$ cat src/rtl/axi_lite_stream_master.sv
// AXI4-Lite master: turns a command stream into single AXI4-Lite reads/writes, one outstanding at a time.
// Latency (all partners ready): write cmd->b_valid 4 cycles, read cmd->rd_valid 3 cycles.
// Backpressure: every stream/channel holds valid with stable payload until its ready; no input->output comb paths.
//
// Ports:
//   m_axi_aclk / m_axi_aresetn      clock, asynchronous active-low reset
//   cmd[ADDR_N:0] + valid/ready      {write flag, word address}
//   wd[INT_N-1:0] + valid/ready      write data, consumed only while fetching write data
//   rd[INT_N-1:0] + valid/ready      read data out
//   b_valid / b_ready                write-done null stream
//   m_axi_aw*/w*/b*/ar*/r*           AXI4-Lite master channels (wstrb fixed 4'b1111)
//   err_count[7:0]                   non-OKAY response counter
// Build option: define AXI_MASTER_ERR_CNT_EN to build the saturating error counter;
// otherwise err_count is tied to zero.

module axi_lite_stream_master #(
  parameter int ADDR_N = 11,
  parameter int INT_N  = 32
) (
  input  logic              m_axi_aclk,
  input  logic              m_axi_aresetn,
  input  logic [ADDR_N:0]   cmd,
  input  logic              cmd_valid,
  output logic              cmd_ready,
  input  logic [INT_N-1:0]  wd,
  input  logic              wd_valid,
  output logic              wd_ready,
  output logic [INT_N-1:0]  rd,
  output logic              rd_valid,
  input  logic              rd_ready,
  output logic              b_valid,
  input  logic              b_ready,
  output logic [ADDR_N-1:0] m_axi_awaddr,
  output logic              m_axi_awvalid,
  input  logic              m_axi_awready,
  output logic [INT_N-1:0]  m_axi_wdata,
  output logic [3:0]        m_axi_wstrb,
  output logic              m_axi_wvalid,
  input  logic              m_axi_wready,
  input  logic [1:0]        m_axi_bresp,
  input  logic              m_axi_bvalid,
  output logic              m_axi_bready,
  output logic [ADDR_N-1:0] m_axi_araddr,
  output logic              m_axi_arvalid,
  input  logic              m_axi_arready,
  input  logic [INT_N-1:0]  m_axi_rdata,
  input  logic [1:0]        m_axi_rresp,
  input  logic              m_axi_rvalid,
  output logic              m_axi_rready,
  output logic [7:0]        err_count
);

  typedef enum logic [2:0] {
    S_IDLE,
    S_W_FETCH,
    S_W_ADDR,
    S_W_RESP,
    S_B_OUT,
    S_R_ADDR,
    S_R_DATA,
    S_R_OUT
  } state_t;

  state_t             r_state;
  logic               r_cmd_ready;
  logic               r_wd_ready;
  logic [INT_N-1:0]   r_rd;
  logic               r_rd_valid;
  logic               r_b_valid;
  logic [ADDR_N-1:0]  r_addr;
  logic [INT_N-1:0]   r_wdata;
  logic               r_awvalid;
  logic               r_wvalid;
  logic               r_bready;
  logic               r_arvalid;
  logic               r_rready;

  // The two top word-address bits fall off the byte address.
  logic w_unused_cmd;
  assign w_unused_cmd = &{1'b0, cmd[ADDR_N-1:ADDR_N-2]};

  always_ff @(posedge m_axi_aclk or negedge m_axi_aresetn) begin
    if (!m_axi_aresetn) begin
      r_state     <= S_IDLE;
      r_cmd_ready <= 1'b0;
      r_wd_ready  <= 1'b0;
      r_rd        <= '0;
      r_rd_valid  <= 1'b0;
      r_b_valid   <= 1'b0;
      r_addr      <= '0;
      r_wdata     <= '0;
      r_awvalid   <= 1'b0;
      r_wvalid    <= 1'b0;
      r_bready    <= 1'b0;
      r_arvalid   <= 1'b0;
      r_rready    <= 1'b0;
    end else begin
      case (r_state)
        S_IDLE: begin
          // cmd_ready comes up one edge after reset release, then stays up in IDLE.
          r_cmd_ready <= 1'b1;
          if (r_cmd_ready && cmd_valid) begin
            r_cmd_ready <= 1'b0;
            r_addr      <= {cmd[ADDR_N-3:0], 2'b00};
            if (cmd[ADDR_N]) begin
              r_wd_ready <= 1'b1;
              r_state    <= S_W_FETCH;
            end else begin
              r_arvalid <= 1'b1;
              r_state   <= S_R_ADDR;
            end
          end
        end
        S_W_FETCH: begin
          if (wd_valid) begin
            r_wdata    <= wd;
            r_wd_ready <= 1'b0;
            r_awvalid  <= 1'b1;
            r_wvalid   <= 1'b1;
            r_state    <= S_W_ADDR;
          end
        end
        S_W_ADDR: begin
          // AW and W retire independently; leave once neither is still pending.
          if (m_axi_awready) r_awvalid <= 1'b0;
          if (m_axi_wready)  r_wvalid  <= 1'b0;
          if ((!r_awvalid || m_axi_awready) && (!r_wvalid || m_axi_wready)) begin
            r_bready <= 1'b1;
            r_state  <= S_W_RESP;
          end
        end
        S_W_RESP: begin
          if (m_axi_bvalid) begin
            r_bready  <= 1'b0;
            r_b_valid <= 1'b1;
            r_state   <= S_B_OUT;
          end
        end
        S_B_OUT: begin
          if (b_ready) begin
            r_b_valid   <= 1'b0;
            r_cmd_ready <= 1'b1;
            r_state     <= S_IDLE;
          end
        end
        S_R_ADDR: begin
          if (m_axi_arready) begin
            r_arvalid <= 1'b0;
            r_rready  <= 1'b1;
            r_state   <= S_R_DATA;
          end
        end
        S_R_DATA: begin
          if (m_axi_rvalid) begin
            r_rready   <= 1'b0;
            r_rd       <= m_axi_rdata;
            r_rd_valid <= 1'b1;
            r_state    <= S_R_OUT;
          end
        end
        S_R_OUT: begin
          if (rd_ready) begin
            r_rd_valid  <= 1'b0;
            r_cmd_ready <= 1'b1;
            r_state     <= S_IDLE;
          end
        end
        default: r_state <= S_IDLE;
      endcase
    end
  end

`ifdef AXI_MASTER_ERR_CNT_EN
  logic [7:0] r_err_count;
  logic       w_err_evt;

  assign w_err_evt = (r_bready && m_axi_bvalid && (m_axi_bresp != 2'b00)) ||
                     (r_rready && m_axi_rvalid && (m_axi_rresp != 2'b00));

  always_ff @(posedge m_axi_aclk or negedge m_axi_aresetn) begin
    if (!m_axi_aresetn) begin
      r_err_count <= 8'd0;
    end else if (w_err_evt && (r_err_count != 8'hFF)) begin
      r_err_count <= r_err_count + 8'd1;
    end
  end

  assign err_count = r_err_count;
`else
  logic w_unused_resp;
  assign w_unused_resp = &{1'b0, m_axi_bresp, m_axi_rresp};
  assign err_count     = 8'd0;
`endif

  assign cmd_ready     = r_cmd_ready;
  assign wd_ready      = r_wd_ready;
  assign rd            = r_rd;
  assign rd_valid      = r_rd_valid;
  assign b_valid       = r_b_valid;
  assign m_axi_awaddr  = r_addr;
  assign m_axi_awvalid = r_awvalid;
  assign m_axi_wdata   = r_wdata;
  assign m_axi_wstrb   = 4'b1111;
  assign m_axi_wvalid  = r_wvalid;
  assign m_axi_bready  = r_bready;
  assign m_axi_araddr  = r_addr;
  assign m_axi_arvalid = r_arvalid;
  assign m_axi_rready  = r_rready;

endmodule

$ cat config.mk
export PLATFORM = sky130hd
export DESIGN_NAME = axi_lite_stream_master
export DESIGN_NICKNAME = d
export VERILOG_FILES = /design/src/rtl/axi_lite_stream_master.sv
export SDC_FILE = /design/constraint.sdc
export NUM_CORES = 1
export LEC_CHECK = 0
export BUFFER_PORTS_ARGS = -buffer_cell sky130_fd_sc_hd__buf_4
export CORE_ASPECT_RATIO = 1.2
export CORE_MARGIN = 8
export CORE_UTILIZATION = 45
export CTS_CLUSTER_SIZE = 16
export DETAILED_ROUTE_END_ITERATION = 10
export HOLD_SLACK_MARGIN = 0.12
export PLACE_DENSITY = 0.8
export SLEW_MARGIN = 20
export SYNTH_ARGS = -nofsm -noshare
export SYNTH_HDL_FRONTEND = slang
export SYNTH_SLANG_ARGS = --single-unit
export TNS_END_PERCENT = 100
$ cat constraint.sdc
create_clock -name m_axi_aclk -period 2.2 [get_ports m_axi_aclk]
set_clock_uncertainty 0.15 [all_clocks]
set_input_delay 0.44 -clock m_axi_aclk [delete_from_list [all_inputs] [get_ports m_axi_aclk]]
set_output_delay 0.44 -clock m_axi_aclk [all_outputs]
set_load 0.01 [all_outputs]
==> qor.yml <==
yosys:
  synth_edf_count: 0
  yosys.area.top_type: "dfrtp_1"
  synth_area_mm2: 0.00382
  synth_cell_types: 35
  syn_inst: 262
  synth_ff_type: "dfrtp_1"
  async_flop_share: 1.00
  ys_ff_latch: 85
  synth_top_area_share: 0.557
  avgSynthCellArea_um2: 14.6
  synth_warnings: 0
  ys_seq_area_frac: 0.557
  synthTopCellsByCount: "dfrtp_1, mux2_4, mux2_2"
  synth.top_cells.by_area: "dfrtp_1, mux2_4, mux2_2"
  synth.most_common_cell: "dfrtp_1"
worst_setup_path:
  start_kind: "flop"
  path_max_fanout: 32
  crit_required_ns: 2.28
  path_cells: "buf_4 > nand3_4 > mux2_1"
  worstSetupPathType: "flop to flop"
  max_stage_delay_ns: 0.53
  arrival_ns: 2.05
  cp-end-kind: "flop"
  cp_slowest_cell: "dfrtp_1"
sta:
  worstMarginPinSlew_ns: 0.557
  relSlewSlack: 0.629
  tns_ns: 0
  hold_violations: 0
  finalMaxSlewViolations: 0
  min_period_over_period: 0.898
  max_freq_ghz: 0.506
  finalSetupViolations: 0
  fin_crit_ns: 1.98
  rsz0062_at_grt: "false"
floorplanning:
  core-area_mm2: 0.00843
  die_w_um: 100
  die-area_mm2: 0.0117
  die_h_um: 117
  start_util: 0.453
  io_pins: 198
  fp-row-count: 37
clocking:
  htree_levels: 3
  cts_tree: "built"
  cts_buffers: 9
  clk_path_buf_depth: 2
  ctsHoldBuffers: 1
  cts.clk_slew.worst_paths_ns: 0.08
  ctsResizeCount: 0
  postCtsSetupBuffers: 0
  cts_root_buf: "clkbuf_8"
  clock-sinks: 85
  clk_latency_ns: 0.35
placement:
  io_buffers: 175
  dp_hpwl_um: 7710
  place.gp.congestion: 0.777
  dpl.cell_count: 538
finish:
  area_growth_pct: 38.3
  antenna_cells: 0
  fillerInstances: 699
  drive_gt1_frac: 0.596
  final_nets: 524
  stdcell_count: 555
  multi_input_area_mm2: 0.00138
  seq_area_mm2: 0.00213
hold_path:
  hold_path_class: "input port to flop"
power:
  power_density_mw_per_mm2: 1410
  power.leakage_uw: 0.00262
  vdd_drop_max_mv: 0.571
grt:
  grt_pass1_vias: 2831
  grt_use_total: 0.162
  antenna_found_initial: 0
  grt_max_degree: 39
  grt_overflow_total: 0
  grt_pass1_wl_um: 14400
detailed_routing:
  via_per_inst: 4.70
  vias: 2611
  wire_per_inst_um: 17.4
  dr.first_iter.drc_count: 40
  drtAntennaViolNets: 0
  drc: 0
  drt-pass1-iter-count: 4
  wirelength_um: 9680
job:
  drv_cap: 0
run_status:
  status: "complete, no violations"
-- critical path, delay by kind of cell (launching register included) --
family        cells  cell delay [ns]
buf+inv           1             0.28
flops             1             0.53
simple gates      1             0.38
mux               1             0.49
-- stage by stage --
stage / hold slack [ns] / power, uW / utilization / setup slack (ns) / instance area (um^2)
after floorplan: -0.00559 / 4890 / - / 0.602 / 3870
after global placement: 0.247 / 6390 / 0.604 / 0.287 / 5090
after detailed placement: 0.248 / 6550 / 0.604 / 0.230 / 5090
after CTS: 0.128 / 7570 / 0.627 / 0.216 / 5280
after global routing: 0.136 / 7900 / 0.627 / 0.136 / 5280
final: 0.150 / 7460 / 0.627 / 0.225 / 5280
-- layer usage --
| layer | GRT usage | up-vias | part of all wire |
|---|---|---|---|
| met1 | 0.156 | 1279 | 0.35 |
| li1 | - | 1212 | - |
| met5 | 0 | - | 0 |
| met2 | 0.308 | 103 | 0.56 |
| met4 | 0.0960 | 0 | 0.025 |
| met3 | 0.0379 | 17 | 0.061 |
-- final timing paths --
check / start / end / slack (ns) / cells past startpoint
min: m_axi_rdata[21] / rd[21] / 0.15 / 2
max in group asynchronous: m_axi_aresetn / rd[13] / 0.86 / 3
max reg2reg: r_state[2] / rd[4] / 0.22 / 3
min in group asynchronous: m_axi_aresetn / m_axi_wdata[31] / 0.43 / 2
max: r_state[2] / rd[4] / 0.22 / 3
min reg2reg: rd[9] / rd[9] / 0.35 / 1
-- registers in the layout, indices dropped and copies added (netlist names) --
register	flops
m_axi_awvalid	1
m_axi_rready	1
m_axi_araddr	9
r_state	3
rd	32
m_axi_bready	1
cmd_ready	1
rd_valid	1
wd_ready	1
m_axi_wvalid	1
m_axi_wdata	32
m_axi_arvalid	1
b_valid	1
-- cell families (layout without fill, tap and decap cells) --
logic type	after synthesis	in the layout	synth area share
other	2	16	0.00197
flip-flops	85	85	0.557
AO/OA/AOI/OAI	28	28	0.0465
AND/OR/NAND/NOR	26	26	0.0475
multiplexers	76	76	0.252
buffers and inverters	45	207	0.0947
-- cell usage in the layout, fill, tap and decap left out, types with 2 or more instances in the layout --
cell type / netlist / layout
nand3_1: 4 / 4
o21ai_0: 6 / 6
mux2i_1: 2 / 2
mux2_4: 29 / 29
nand2_1: 9 / 9
buf_4: 26 / 180
nor2_1: 4 / 4
mux2_2: 28 / 28
a31oi_1: 3 / 3
o22ai_1: 2 / 2
clkbuf_1: 2 / 2
buf_12: 3 / 3
a22oi_1: 2 / 2
clkbuf_8: 0 / 11
conb_1: 2 / 16
clkinvlp_4: 0 / 2
a21oi_1: 9 / 9
inv_1: 7 / 7
mux2_1: 17 / 17
dfrtp_1: 85 / 85
-- layout make-up --
cell class	instances	share of cell area
sequential	85	0.403
clock buffer	13	0.0301
tap	117	0.0277
clock inverter	3	0.00379
multi-input combinational	146	0.262
timing repair buffer	184	0.269
inverter	7	0.00498
-- report_power, final --
| group | total, uW | switching, uW | internal (uW) | leakage, uW |
|---|---|---|---|---|
| clock | 1000 | 529 | 471 | 0.0000857 |
| sequential | 2890 | 553 | 2340 | 0.00102 |
| combinational | 3570 | 1480 | 2090 | 0.00152 |
Note: power is estimated with default switching activity, not from simulation.
